===== src/rtl/lfsr_pkg.sv =====
// Shared LFSR definitions for the PRBS checker and its matching generator.
// lfsr_next is written for words up to 32 bits; callers pass their real width.
package lfsr_pkg;

  typedef enum logic {ST_UNLOCKED = 1'b0, ST_LOCKED = 1'b1} state_e;

  localparam int MAXW   = 32;  // widest supported LFSR
  localparam int CNT_CW = 4;   // match/miss counter width, holds 1..15

  // Galois step with zero insertion: period 2^w, all-zeros included.
  function automatic logic [MAXW-1:0] lfsr_next(input logic [MAXW-1:0] s,
                                                input logic [MAXW-1:0] poly,
                                                input int              w);
    logic [MAXW-1:0] mask_w, mask_lo;
    logic            top, fb;
    mask_w  = (w >= MAXW) ? '1 : ((32'd1 << w) - 32'd1);
    mask_lo = mask_w >> 1;
    top     = |(s & mask_w & ~mask_lo);
    fb      = top ^ ((s & mask_lo) == '0);
    return ((s << 1) & mask_w) ^ (fb ? (poly & mask_w) : '0);
  endfunction

  function automatic logic [5:0] popcount(input logic [MAXW-1:0] v);
    logic [5:0]      c;
    logic [MAXW-1:0] t;
    c = '0;
    t = v;
    for (int i = 0; i < MAXW; i++) begin
      c = c + 6'(t[0]);
      t = t >> 1;
    end
    return c;
  endfunction

endpackage


===== src/rtl/lfsr_checker_param_if.sv =====
// Sample/control/status bundle between the deserialiser side and the checker.
interface lfsr_checker_param_if #(
  parameter int WIDTH = 8,
  parameter int CNT_W = 16
);
  logic             i_valid;
  logic [WIDTH-1:0] i_lfsr;
  logic [WIDTH-1:0] i_seed;
  logic             i_seed_load;
  logic             i_clr_cnt;
  logic             o_lock;
  logic             o_match;
  logic             o_err;
  logic [CNT_W-1:0] o_word_err_cnt;
  logic [CNT_W-1:0] o_bit_err_cnt;

  modport master (
    output i_valid, i_lfsr, i_seed, i_seed_load, i_clr_cnt,
    input  o_lock, o_match, o_err, o_word_err_cnt, o_bit_err_cnt
  );

  modport slave (
    input  i_valid, i_lfsr, i_seed, i_seed_load, i_clr_cnt,
    output o_lock, o_match, o_err, o_word_err_cnt, o_bit_err_cnt
  );
endinterface


===== src/rtl/lfsr_step.sv =====
// One combinational LFSR step, same function the generator uses.
module lfsr_step
  import lfsr_pkg::*;
#(
  parameter int               WIDTH = 8,
  parameter logic [WIDTH-1:0] POLY  = 8'h1D
) (
  input  logic [WIDTH-1:0] i_s,
  output logic [WIDTH-1:0] o_nxt
);

  assign o_nxt = WIDTH'(lfsr_next(32'(i_s), 32'(POLY), WIDTH));

endmodule


===== src/rtl/lfsr_checker_param.sv =====
// PRBS receive checker: predicts the stream, locks after LOCK_CNT matches,
// flywheels through isolated errors and accumulates word/bit error counts.
module lfsr_checker_param
  import lfsr_pkg::*;
#(
  parameter int               WIDTH      = 8,
  parameter logic [WIDTH-1:0] POLY       = 8'h1D,
  parameter int               LOCK_CNT   = 5,
  parameter int               UNLOCK_CNT = 4,
  parameter int               CNT_W      = 16
) (
  input  logic                 clk,
  input  logic                 i_rst_n,
  lfsr_checker_param_if.slave  bus
);

  localparam logic [CNT_CW-1:0] LOCK_C   = CNT_CW'(LOCK_CNT);
  localparam logic [CNT_CW-1:0] UNLOCK_C = CNT_CW'(UNLOCK_CNT);
  localparam logic [CNT_W-1:0]  CNT_MAX  = '1;

  state_e            r_state;
  logic [WIDTH-1:0]  r_exp;
  logic [CNT_CW-1:0] r_match_cnt, r_miss_cnt;
  logic              r_lock, r_match, r_err;
  logic [CNT_W-1:0]  r_word_err, r_bit_err;

  logic [WIDTH-1:0]  w_nxt_exp, w_nxt_rx, w_diff;
  logic [CNT_CW-1:0] w_match_inc, w_miss_inc;
  logic              w_hit, w_cnt_err;
  logic [CNT_W:0]    w_bit_sum;

  // Prediction advances from its own state; resync restarts from the received word.
  lfsr_step #(.WIDTH(WIDTH), .POLY(POLY)) u_step_exp (.i_s(r_exp),      .o_nxt(w_nxt_exp));
  lfsr_step #(.WIDTH(WIDTH), .POLY(POLY)) u_step_rx  (.i_s(bus.i_lfsr), .o_nxt(w_nxt_rx));

  assign w_diff      = bus.i_lfsr ^ r_exp;
  assign w_hit       = (w_diff == '0);
  assign w_match_inc = r_match_cnt + 1'b1;
  assign w_miss_inc  = r_miss_cnt + 1'b1;
  // Only mismatches while locked count; a seed load drops that cycle's sample.
  assign w_cnt_err   = bus.i_valid & ~bus.i_seed_load & (r_state == ST_LOCKED) & ~w_hit;
  // One spare bit catches overflow so the sum can clamp instead of wrapping.
  assign w_bit_sum   = {1'b0, r_bit_err} + (CNT_W+1)'(popcount(32'(w_diff)));

  // Lock FSM, prediction register and registered status flags.
  always_ff @(posedge clk or negedge i_rst_n) begin
    if (!i_rst_n) begin
      r_state     <= ST_UNLOCKED;
      r_exp       <= '0;
      r_match_cnt <= '0;
      r_miss_cnt  <= '0;
      r_lock      <= 1'b0;
      r_match     <= 1'b0;
      r_err       <= 1'b0;
    end else begin
      r_err <= 1'b0;
      if (bus.i_seed_load) begin
        r_exp       <= bus.i_seed;
        r_state     <= ST_UNLOCKED;
        r_match_cnt <= '0;
        r_miss_cnt  <= '0;
        r_lock      <= 1'b0;
        r_match     <= 1'b0;
      end else if (bus.i_valid) begin
        r_match <= w_hit;
        case (r_state)
          ST_UNLOCKED: begin
            if (w_hit) begin
              r_exp <= w_nxt_exp;
              if (w_match_inc == LOCK_C) begin
                r_state     <= ST_LOCKED;
                r_lock      <= 1'b1;
                r_match_cnt <= '0;
                r_miss_cnt  <= '0;
              end else begin
                r_match_cnt <= w_match_inc;
              end
            end else begin
              r_exp       <= w_nxt_rx;
              r_match_cnt <= '0;
            end
          end
          ST_LOCKED: begin
            if (w_hit) begin
              r_exp      <= w_nxt_exp;
              r_miss_cnt <= '0;
            end else begin
              r_err <= 1'b1;
              if (w_miss_inc == UNLOCK_C) begin
                r_state     <= ST_UNLOCKED;
                r_lock      <= 1'b0;
                r_exp       <= w_nxt_rx;
                r_match_cnt <= '0;
                r_miss_cnt  <= '0;
              end else begin
                r_exp      <= w_nxt_exp;
                r_miss_cnt <= w_miss_inc;
              end
            end
          end
          default: r_state <= ST_UNLOCKED;
        endcase
      end
    end
  end

  // Saturating BER counters; a clear in the same cycle beats the increment.
  always_ff @(posedge clk or negedge i_rst_n) begin
    if (!i_rst_n) begin
      r_word_err <= '0;
      r_bit_err  <= '0;
    end else if (bus.i_clr_cnt) begin
      r_word_err <= '0;
      r_bit_err  <= '0;
    end else if (w_cnt_err) begin
      if (r_word_err != CNT_MAX) r_word_err <= r_word_err + 1'b1;
      r_bit_err <= w_bit_sum[CNT_W] ? CNT_MAX : w_bit_sum[CNT_W-1:0];
    end
  end

  assign bus.o_lock         = r_lock;
  assign bus.o_match        = r_match;
  assign bus.o_err          = r_err;
  assign bus.o_word_err_cnt = r_word_err;
  assign bus.o_bit_err_cnt  = r_bit_err;

endmodule

===== src/flat_wrapper.sv =====
// flat-port wrapper written by rule: the top's interface ports become plain ports
module lfsr_checker_param_flat import lfsr_pkg::*;
#(
  parameter int               WIDTH      = 8,
  parameter logic [WIDTH-1:0] POLY       = 8'h1D,
  parameter int               LOCK_CNT   = 5,
  parameter int               UNLOCK_CNT = 4,
  parameter int               CNT_W      = 16
)
  (clk, i_rst_n, bus_i_valid, bus_i_lfsr, bus_i_seed, bus_i_seed_load, bus_i_clr_cnt, bus_o_lock, bus_o_match, bus_o_err, bus_o_word_err_cnt, bus_o_bit_err_cnt);
  lfsr_checker_param_if #(.WIDTH(WIDTH), .CNT_W(CNT_W)) bus_i ();
  input  logic clk;
  input  logic i_rst_n;
  input wire logic [$bits(bus_i.i_valid)-1:0] bus_i_valid;
  input wire logic [$bits(bus_i.i_lfsr)-1:0] bus_i_lfsr;
  input wire logic [$bits(bus_i.i_seed)-1:0] bus_i_seed;
  input wire logic [$bits(bus_i.i_seed_load)-1:0] bus_i_seed_load;
  input wire logic [$bits(bus_i.i_clr_cnt)-1:0] bus_i_clr_cnt;
  output wire logic [$bits(bus_i.o_lock)-1:0] bus_o_lock;
  output wire logic [$bits(bus_i.o_match)-1:0] bus_o_match;
  output wire logic [$bits(bus_i.o_err)-1:0] bus_o_err;
  output wire logic [$bits(bus_i.o_word_err_cnt)-1:0] bus_o_word_err_cnt;
  output wire logic [$bits(bus_i.o_bit_err_cnt)-1:0] bus_o_bit_err_cnt;
  assign bus_i.i_valid = bus_i_valid;
  assign bus_i.i_lfsr = bus_i_lfsr;
  assign bus_i.i_seed = bus_i_seed;
  assign bus_i.i_seed_load = bus_i_seed_load;
  assign bus_i.i_clr_cnt = bus_i_clr_cnt;
  assign bus_o_lock = bus_i.o_lock;
  assign bus_o_match = bus_i.o_match;
  assign bus_o_err = bus_i.o_err;
  assign bus_o_word_err_cnt = bus_i.o_word_err_cnt;
  assign bus_o_bit_err_cnt = bus_i.o_bit_err_cnt;
  lfsr_checker_param #(.WIDTH(WIDTH), .POLY(POLY), .LOCK_CNT(LOCK_CNT), .UNLOCK_CNT(UNLOCK_CNT), .CNT_W(CNT_W)) u_core (.clk(clk), .i_rst_n(i_rst_n), .bus(bus_i));
endmodule

===== config.mk =====
export PLATFORM = sky130hd
export DESIGN_NAME = lfsr_checker_param_flat
export DESIGN_NICKNAME = d
export VERILOG_FILES = /design/src/rtl/lfsr_pkg.sv /design/src/rtl/lfsr_checker_param_if.sv /design/src/rtl/lfsr_step.sv /design/src/rtl/lfsr_checker_param.sv /design/src/flat_wrapper.sv
export SDC_FILE = /design/constraint.sdc
export NUM_CORES = 1
export LEC_CHECK = 0
export BUFFER_PORTS_ARGS = -buffer_cell sky130_fd_sc_hd__buf_2
export CAP_MARGIN = 20
export CORE_UTILIZATION = 48
export DETAILED_ROUTE_END_ITERATION = 10
export GPL_ROUTABILITY_DRIVEN = 0
export GPL_TIMING_DRIVEN = 0
export PLACE_DENSITY = 0.72
export SLEW_MARGIN = 0
export SYNTH_ARGS = -nofsm -noshare
export SYNTH_HDL_FRONTEND = slang
export SYNTH_SLANG_ARGS = --single-unit

===== constraint.sdc =====
create_clock -name clk -period 4.5 [get_ports clk]
set_input_delay 0.675 -clock clk [delete_from_list [all_inputs] [get_ports clk]]
set_output_delay 0.675 -clock clk [all_outputs]
set_load 0.05 [all_outputs]

==> results of run 1 <==
worst max-delay path: stages:
cell and delay [ps]:
buf_4 130, xor2_2 150, ha_1 290, fa_1 530
inv_2 40, fa_1 510, fa_2 420, fa_2 360
xnor2_2 150, ha_1 320, nor2b_4 180, o31ai_4 100
or3_4 380, clkbuf_16 170, a311oi_1 260
power by group through the flow:
stage | Clock [mW] | Combinational (mW) | Sequential (mW)
after CTS | 0.286 | 0.294 | 0.485
after floorplan | 0 | 0.206 | 0.492
final | 0.281 | 0.333 | 0.484
after global placement | 0 | 0.262 | 0.494
after global routing | 0.309 | 0.377 | 0.485
after detailed placement | 0 | 0.277 | 0.494
synth_stat cells, types with 3 or more instances:
cell type | number | share of area
nand2b_1 | 5 | 0.0087
clkbuf_1 | 10 | 0.010
ha_1 | 13 | 0.045
nor3b_1 | 6 | 0.013
o21ai_0 | 14 | 0.020
xnor2_1 | 7 | 0.017
buf_2 | 5 | 0.0070
o211ai_1 | 8 | 0.017
a21oi_1 | 24 | 0.034
mux2i_1 | 9 | 0.025
o21a_1 | 3 | 0.0063
a21o_1 | 3 | 0.0063
a311oi_1 | 5 | 0.012
or3_1 | 3 | 0.0052
dfrtp_1 | 52 | 0.36
nor3_1 | 17 | 0.024
nand3_1 | 14 | 0.020
and4bb_2 | 3 | 0.010
nand2_1 | 23 | 0.024
xor2_1 | 18 | 0.044
inv_1 | 23 | 0.024
fa_1 | 5 | 0.028
nor2b_1 | 6 | 0.010
nand4_1 | 3 | 0.0052
and3_1 | 5 | 0.0087
nor2_1 | 45 | 0.047
a221o_1 | 4 | 0.011
o31ai_1 | 3 | 0.0063
a22o_1 | 4 | 0.0098
layer usage:
layer,track usage,part of all wire
met2,0.401,0.50
met4,0.0513,0.0083
met5,0,0
met3,0.0364,0.041
met1,0.305,0.45
cell type report:
cell class / instances / share of cell area
Clock inverter: 2 / 0.00379
Tap cell: 99 / 0.0289
Sequential cell: 52 / 0.304
Timing Repair Buffer: 63 / 0.0890
Inverter: 24 / 0.0210
Buffer: 17 / 0.0207
Clock buffer: 6 / 0.0169
Multi-Input combinational cell: 299 / 0.516
kinds of logic (layout without fill, tap and decap cells):
kind of cell,count (synthesis),count (layout),share of synthesized area
fa+ha+maj,18,18,0.0734
buf+inv,41,112,0.0489
mux,11,11,0.0314
flops,52,52,0.363
xor+xnor,27,27,0.0702
compound gates,90,90,0.176
simple gates,153,153,0.236
worst max-delay path by stage:
stage / to / cells past startpoint / start / slack [ps]
6_report: u_core.bus.o_bit_err_cnt[1]$_DFFE_PN0P_ / 15 / bus_i_lfsr[1] / 50
5_1_grt: u_core.bus.o_bit_err_cnt[7]$_DFFE_PN0P_ / 16 / u_core.r_exp[1]$_DFFE_PN0P_ / -120
4_1_cts: u_core.bus.o_bit_err_cnt[9]$_DFFE_PN0P_ / 15 / u_core.r_exp[1]$_DFFE_PN0P_ / 20
3_5_place_dp: u_core.bus.o_bit_err_cnt[9]$_DFFE_PN0P_ / 16 / bus_i_lfsr[0] / -460
3_3_place_gp: u_core.bus.o_bit_err_cnt[9]$_DFFE_PN0P_ / 16 / bus_i_lfsr[0] / -360
2_1_floorplan: u_core.bus.o_bit_err_cnt[7]$_DFFE_PN0P_ / 16 / bus_i_lfsr[1] / -40
repair_timing:
action | CTS | global route
endpoints found under the hold margin | 0 | 0
setup endpoints to repair | 10 | 14
hold buffers | 0 | 0
buffers inserted | 2 | 7
pin swaps | 3 | 11
resized for setup | 4 | 15
gates cloned | 0 | 1
registers in the layout, summed over array words and instances (netlist names):
| register | count |
|---|---|
| u_core.bus.o_bit_err_cnt | 16 |
| u_core.bus.o_err | 1 |
| u_core.bus.o_lock | 1 |
| u_core.bus.o_match | 1 |
| u_core.bus.o_word_err_cnt | 16 |
| u_core.r_exp | 8 |
| u_core.r_match_cnt | 4 |
| u_core.r_miss_cnt | 4 |
| u_core.r_state | 1 |
through the flow:
stage | utilization | cells
after floorplan | - | 392
after global placement | 0.556 | 543
after detailed placement | 0.559 | 544
after CTS | 0.576 | 554
after global routing | 0.594 | 562
final | 0.594 | 562
==> out/qor.yml, run 1 <==
sta:
  period_needed_ps: 4450
  final.period_utilization: 0.990
  skew_ps: 14.4
  setup_tns_ps: 0
  rsz0062_at_grt: "yes"
  tightest_slew_ps: 609
  fmax_mhz: 224
  setup_viol: 0
  hold_viol: 0
  holdWs_ps: 349
  setup_slack_ps: 45.1
  max_slew_margin: 0.594
  drv_slew: 0
clocking:
  clock_path_buffers: 2
  numCtsBuffers: 5
  insertion_delay_ps: 320
  clkTransAtPathRegs_ps: 110
  root_buffer: "clkbuf_8"
  cts_htree_levels: 2
  clock_sinks: 52
  cts_tree: "done"
setup_path:
  rrSetupSlack_ps: 50
  cp_data_arrival_time_ps: 4680
  r2r_cells: 14
  reg2reg_to: "u_core.bus.o_bit_err_cnt[1]$_DFFE_PN0P_"
  critPathKind: "input pin to flip-flop"
  r2r_start: "u_core.r_exp[1]$_DFFE_PN0P_"
  cp-end-kind: "flip-flop"
  start_kind: "input pin"
  cp.required_ps: 4720
  crit_fanout: 5
power_and_ir_drop:
  power_switching_share: 0.322
  vdd_drop_max_mv: 0.137
  p_leak_nw: 1.91
  p_sw_uw: 353
  pwr-share-seq: 0.441
  p_total_mw: 1.10
  internal-power_uw: 745
  power_density_mw_per_mm2: 256
  p_clk_frac: 0.256
  combPwrFrac: 0.303
floorplanning:
  io_pins: 56
  die_x_um: 88.4
  dieArea_sq_mm: 0.00781
  num_rows: 31
  start_util: 0.497
  die_h_um: 88.4
  core_sq_mm: 0.00721
routing:
  viasPerCell: 5.68
  remaining_drc_errors: 2
  routed_wl_um: 8420
  wire_per_inst_um: 15.0
  num_vias: 3191
  drtIter0Drc: 112
  ant_nets: 0
  first_pass_iters: 7
finish:
  final_cell_area_sq_mm: 0.00429
  nets: 501
  diodes: 0
  nFillCells: 651
  synthToLayoutAreaGrowth_pct: 19.7
  seqCellArea_sq_mm: 0.00130
  multi_input_area_sq_mm: 0.00221
  drive_above_1_share: 0.270
  final_common_cell: "buf_2"
  layout_common_cells: "buf_2, dfrtp_1, nor2_1, nand2_1"
place:
  port_buffers: 52
  hpwlAfterDp_um: 6030
  placed_cell_area_sq_mm: 0.00403
  preCtsSetupSlack_ps: -464
run_status:
  outcome: "finished with violations"
  violations: "DRC"
logic_synthesis:
  post_synth.cell_area_avg_sq_um: 9.14
  synth-main-ff-cell: "dfrtp_1"
  ys_ff_latch: 52
  syn_nets: 431
  synth-edff-count: 0
  syn_inst: 392
  synth_seq_area_share: 0.363
  ys_types: 66
  async_reset_ff_frac: 1.00
  yosysWarnings: 0
  synth_area_sq_mm: 0.00358
grt:
  grt_first_pass_wirelength_um: 14300
  grt_max_degree: 28
  grt_pass1_vias: 3094
  grt_use_total: 0.231
  grt_antenna_before_repair: 0
  grt.overflow.total: 0
min_path:
  min_path_type: "input pin to async pin"
job:
  cap_viol_max_count: 0
Note: power is estimated with default switching activity, not from simulation.
==> inputs of run 2 (changes only) <==
- CTS_BUF_LIST: not set -> sky130_fd_sc_hd__clkbuf_8
==> run 2 against run 1 <==
The flow still finishes with violations (DRC). Sequential cell count stayed put. Hold slack hardly changed. Maximum frequency is 0.11% lower. Routed wire length hardly changed. Critical path depth stayed put. Clock-buffer cell count is 1 lower. Design area stayed put. First-iteration DRC count is 1.8% higher. Global-route usage stayed put. Register-to-register slack hardly changed. Non-clock buffer count stayed put. Highest routed layer unchanged.
==> out/qor.yml, run 2 (synthesized netlist as in run 1, its figures left out) <==
sta:
  setup_slack_ps: 40.3
  skew_ps: 15.5
  rsz0062_at_grt: "yes"
  holdWs_ps: 350
  final.period_utilization: 0.991
  period_needed_ps: 4460
  fmax_mhz: 224
  tightest_slew_ps: 609
  hold_viol: 0
  max_slew_margin: 0.594
  setup_tns_ps: 0
  setup_viol: 0
  drv_slew: 0
setup_path:
  rrSetupSlack_ps: 40
  critPathKind: "input pin to flip-flop"
  max_stage_delay_ps: 530
  startpoint: "bus_i_lfsr[1]"
  cp-endpoint: "u_core.bus.o_bit_err_cnt[1]$_DFFE_PN0P_"
  cp_data_arrival_time_ps: 4680
  cp.required_ps: 4720
  path_depth: 15
  cp-end-kind: "flip-flop"
  r2r_cells: 14
  critPathTopFamily: "adder cells"
  reg2reg_to: "u_core.bus.o_bit_err_cnt[1]$_DFFE_PN0P_"
  path_buf_inv: 3
  r2r_start: "u_core.r_exp[1]$_DFFE_PN0P_"
  slowest_stage: "fa_1"
  start_kind: "input pin"
  crit_fanout: 5
  cp_cell_sequence: "buf_4, xor2_2, ha_1, fa_1, inv_2, fa_1, fa_2, fa_2, xnor2_2, ha_1, nor2b_4, o31ai_4, or3_4, clkbuf_16, a311oi_1"
routing:
  met3_length_um: 392
  ant_nets: 0
  wirelength_met1_um: 3750
  drtIter0Drc: 114
  remaining_drc_errors: 2
  top_layer: "met4"
  viasPerCell: 5.67
  wire_per_inst_um: 15.0
  routed_wl_um: 8420
  wl_met2_um: 4210
  num_vias: 3185
  first_pass_iters: 7
job:
  cap_viol_max_count: 0
power_and_ir_drop:
  combPwrFrac: 0.304
  p_sw_uw: 353
  internal-power_uw: 742
  p_leak_nw: 1.92
  power_density_mw_per_mm2: 256
  pwr-share-seq: 0.442
  power_switching_share: 0.323
  p_clk_frac: 0.254
  vdd_drop_max_mv: 0.137
  p_total_mw: 1.10
min_path:
  min_path_type: "input pin to async pin"
grt:
  grt_first_pass_wirelength_um: 14300
  grt.overflow.total: 0
  grt_use_total: 0.231
  grt_max_degree: 28
  grt_pass1_vias: 3094
  grt_antenna_before_repair: 0
finish:
  utilization: 0.594
  diodes: 0
  final_common_cell: "buf_2"
  multi_input_area_sq_mm: 0.00221
  seqCellArea_sq_mm: 0.00130
  synthToLayoutAreaGrowth_pct: 19.7
  layout_common_cells: "buf_2, dfrtp_1, nor2_1, inv_1, nand2_1"
  nFillCells: 651
  drive_above_1_share: 0.270
  nets: 501
floorplanning:
  num_rows: 31
  io_pins: 56
  die_x_um: 88.4
  core_sq_mm: 0.00721
  die_h_um: 88.4
  start_util: 0.497
  dieArea_sq_mm: 0.00781
run_status:
  outcome: "finished with violations"
  violations: "DRC"
place:
  hpwlAfterDp_um: 6030
  preCtsSetupSlack_ps: -464
  port_buffers: 52
clocking:
  clock_path_buffers: 2
  cts_tree: "done"
  insertion_delay_ps: 320
  clock_sinks: 52
  clkTransAtPathRegs_ps: 110
  cts_hold_buf: 0
  numCtsBuffers: 5
  cts_htree_levels: 2
  root_buffer: "clkbuf_8"
[run 2: cell count changes in the layout (fill, tap and decap cells not counted), sizes merged]
cell and change:
clkbuf -1, inv +1
[run 2: power groups by stage]
stage	Clock (mW)	Combinational, mW	Sequential (mW)
2_1_floorplan	0	0.206	0.492
3_3_place_gp	0	0.262	0.494
3_5_place_dp	0	0.277	0.494
4_1_cts	0.284	0.294	0.485
5_1_grt	0.307	0.377	0.485
6_report	0.279	0.333	0.484
[run 2: metal layers]
layer,vias up,track usage
li1,1541,-
met2,94,0.401
met4,0,0.0513
met3,8,0.0364
met1,1542,0.305
met5,-,0
[run 2: repair_timing]
| item | CTS | global route |
|---|---|---|
| pin swaps | 3 | 11 |
| endpoints found under the setup margin | 10 | 14 |
| cloned | 0 | 1 |
| gates resized for setup | 4 | 15 |
| setup buffers | 2 | 7 |
[run 2: area by class of cell]
type | count | area share
buffer | 17 | 0.0207
clock buffer | 5 | 0.0160
timing repair buffer | 63 | 0.0890
sequential | 52 | 0.304
tap | 99 | 0.0289
inverter | 24 | 0.0210
multi-input combinational | 299 | 0.516
clock inverter | 3 | 0.00467
[run 2: worst min path at each step]
stage | startpoint | endpoint | cells past startpoint
4_1_cts | i_rst_n | u_core.bus.o_bit_err_cnt[14]$_DFFE_PN0P_ | 1
2_1_floorplan | i_rst_n | u_core.bus.o_bit_err_cnt[0]$_DFFE_PN0P_ | 0
6_report | i_rst_n | u_core.bus.o_bit_err_cnt[14]$_DFFE_PN0P_ | 1
5_1_grt | i_rst_n | u_core.bus.o_bit_err_cnt[14]$_DFFE_PN0P_ | 1
3_3_place_gp | u_core.bus.o_bit_err_cnt[7]$_DFFE_PN0P_ | u_core.bus.o_bit_err_cnt[7]$_DFFE_PN0P_ | 1
3_5_place_dp | u_core.bus.o_bit_err_cnt[7]$_DFFE_PN0P_ | u_core.bus.o_bit_err_cnt[7]$_DFFE_PN0P_ | 1
[run 2: worst register-to-register path, delay by kind of cell (launching register included)]
family / cells / cell delay (ps)
buffers and inverters: 2 / 210
adders and majority gates: 6 / 2430
DFF: 1 / 450
xor gates and xnor gates: 2 / 340
and+or+nand+nor: 2 / 560
AOI/OAI and AO/OA: 2 / 370
[run 2: per-stage QoR]
step / area [sq um] / cells
after floorplan: 3630 / 392
after global routing: 4290 / 562
after detailed placement: 4030 / 544
final: 4290 / 562
after global placement: 4010 / 543
after CTS: 4150 / 554
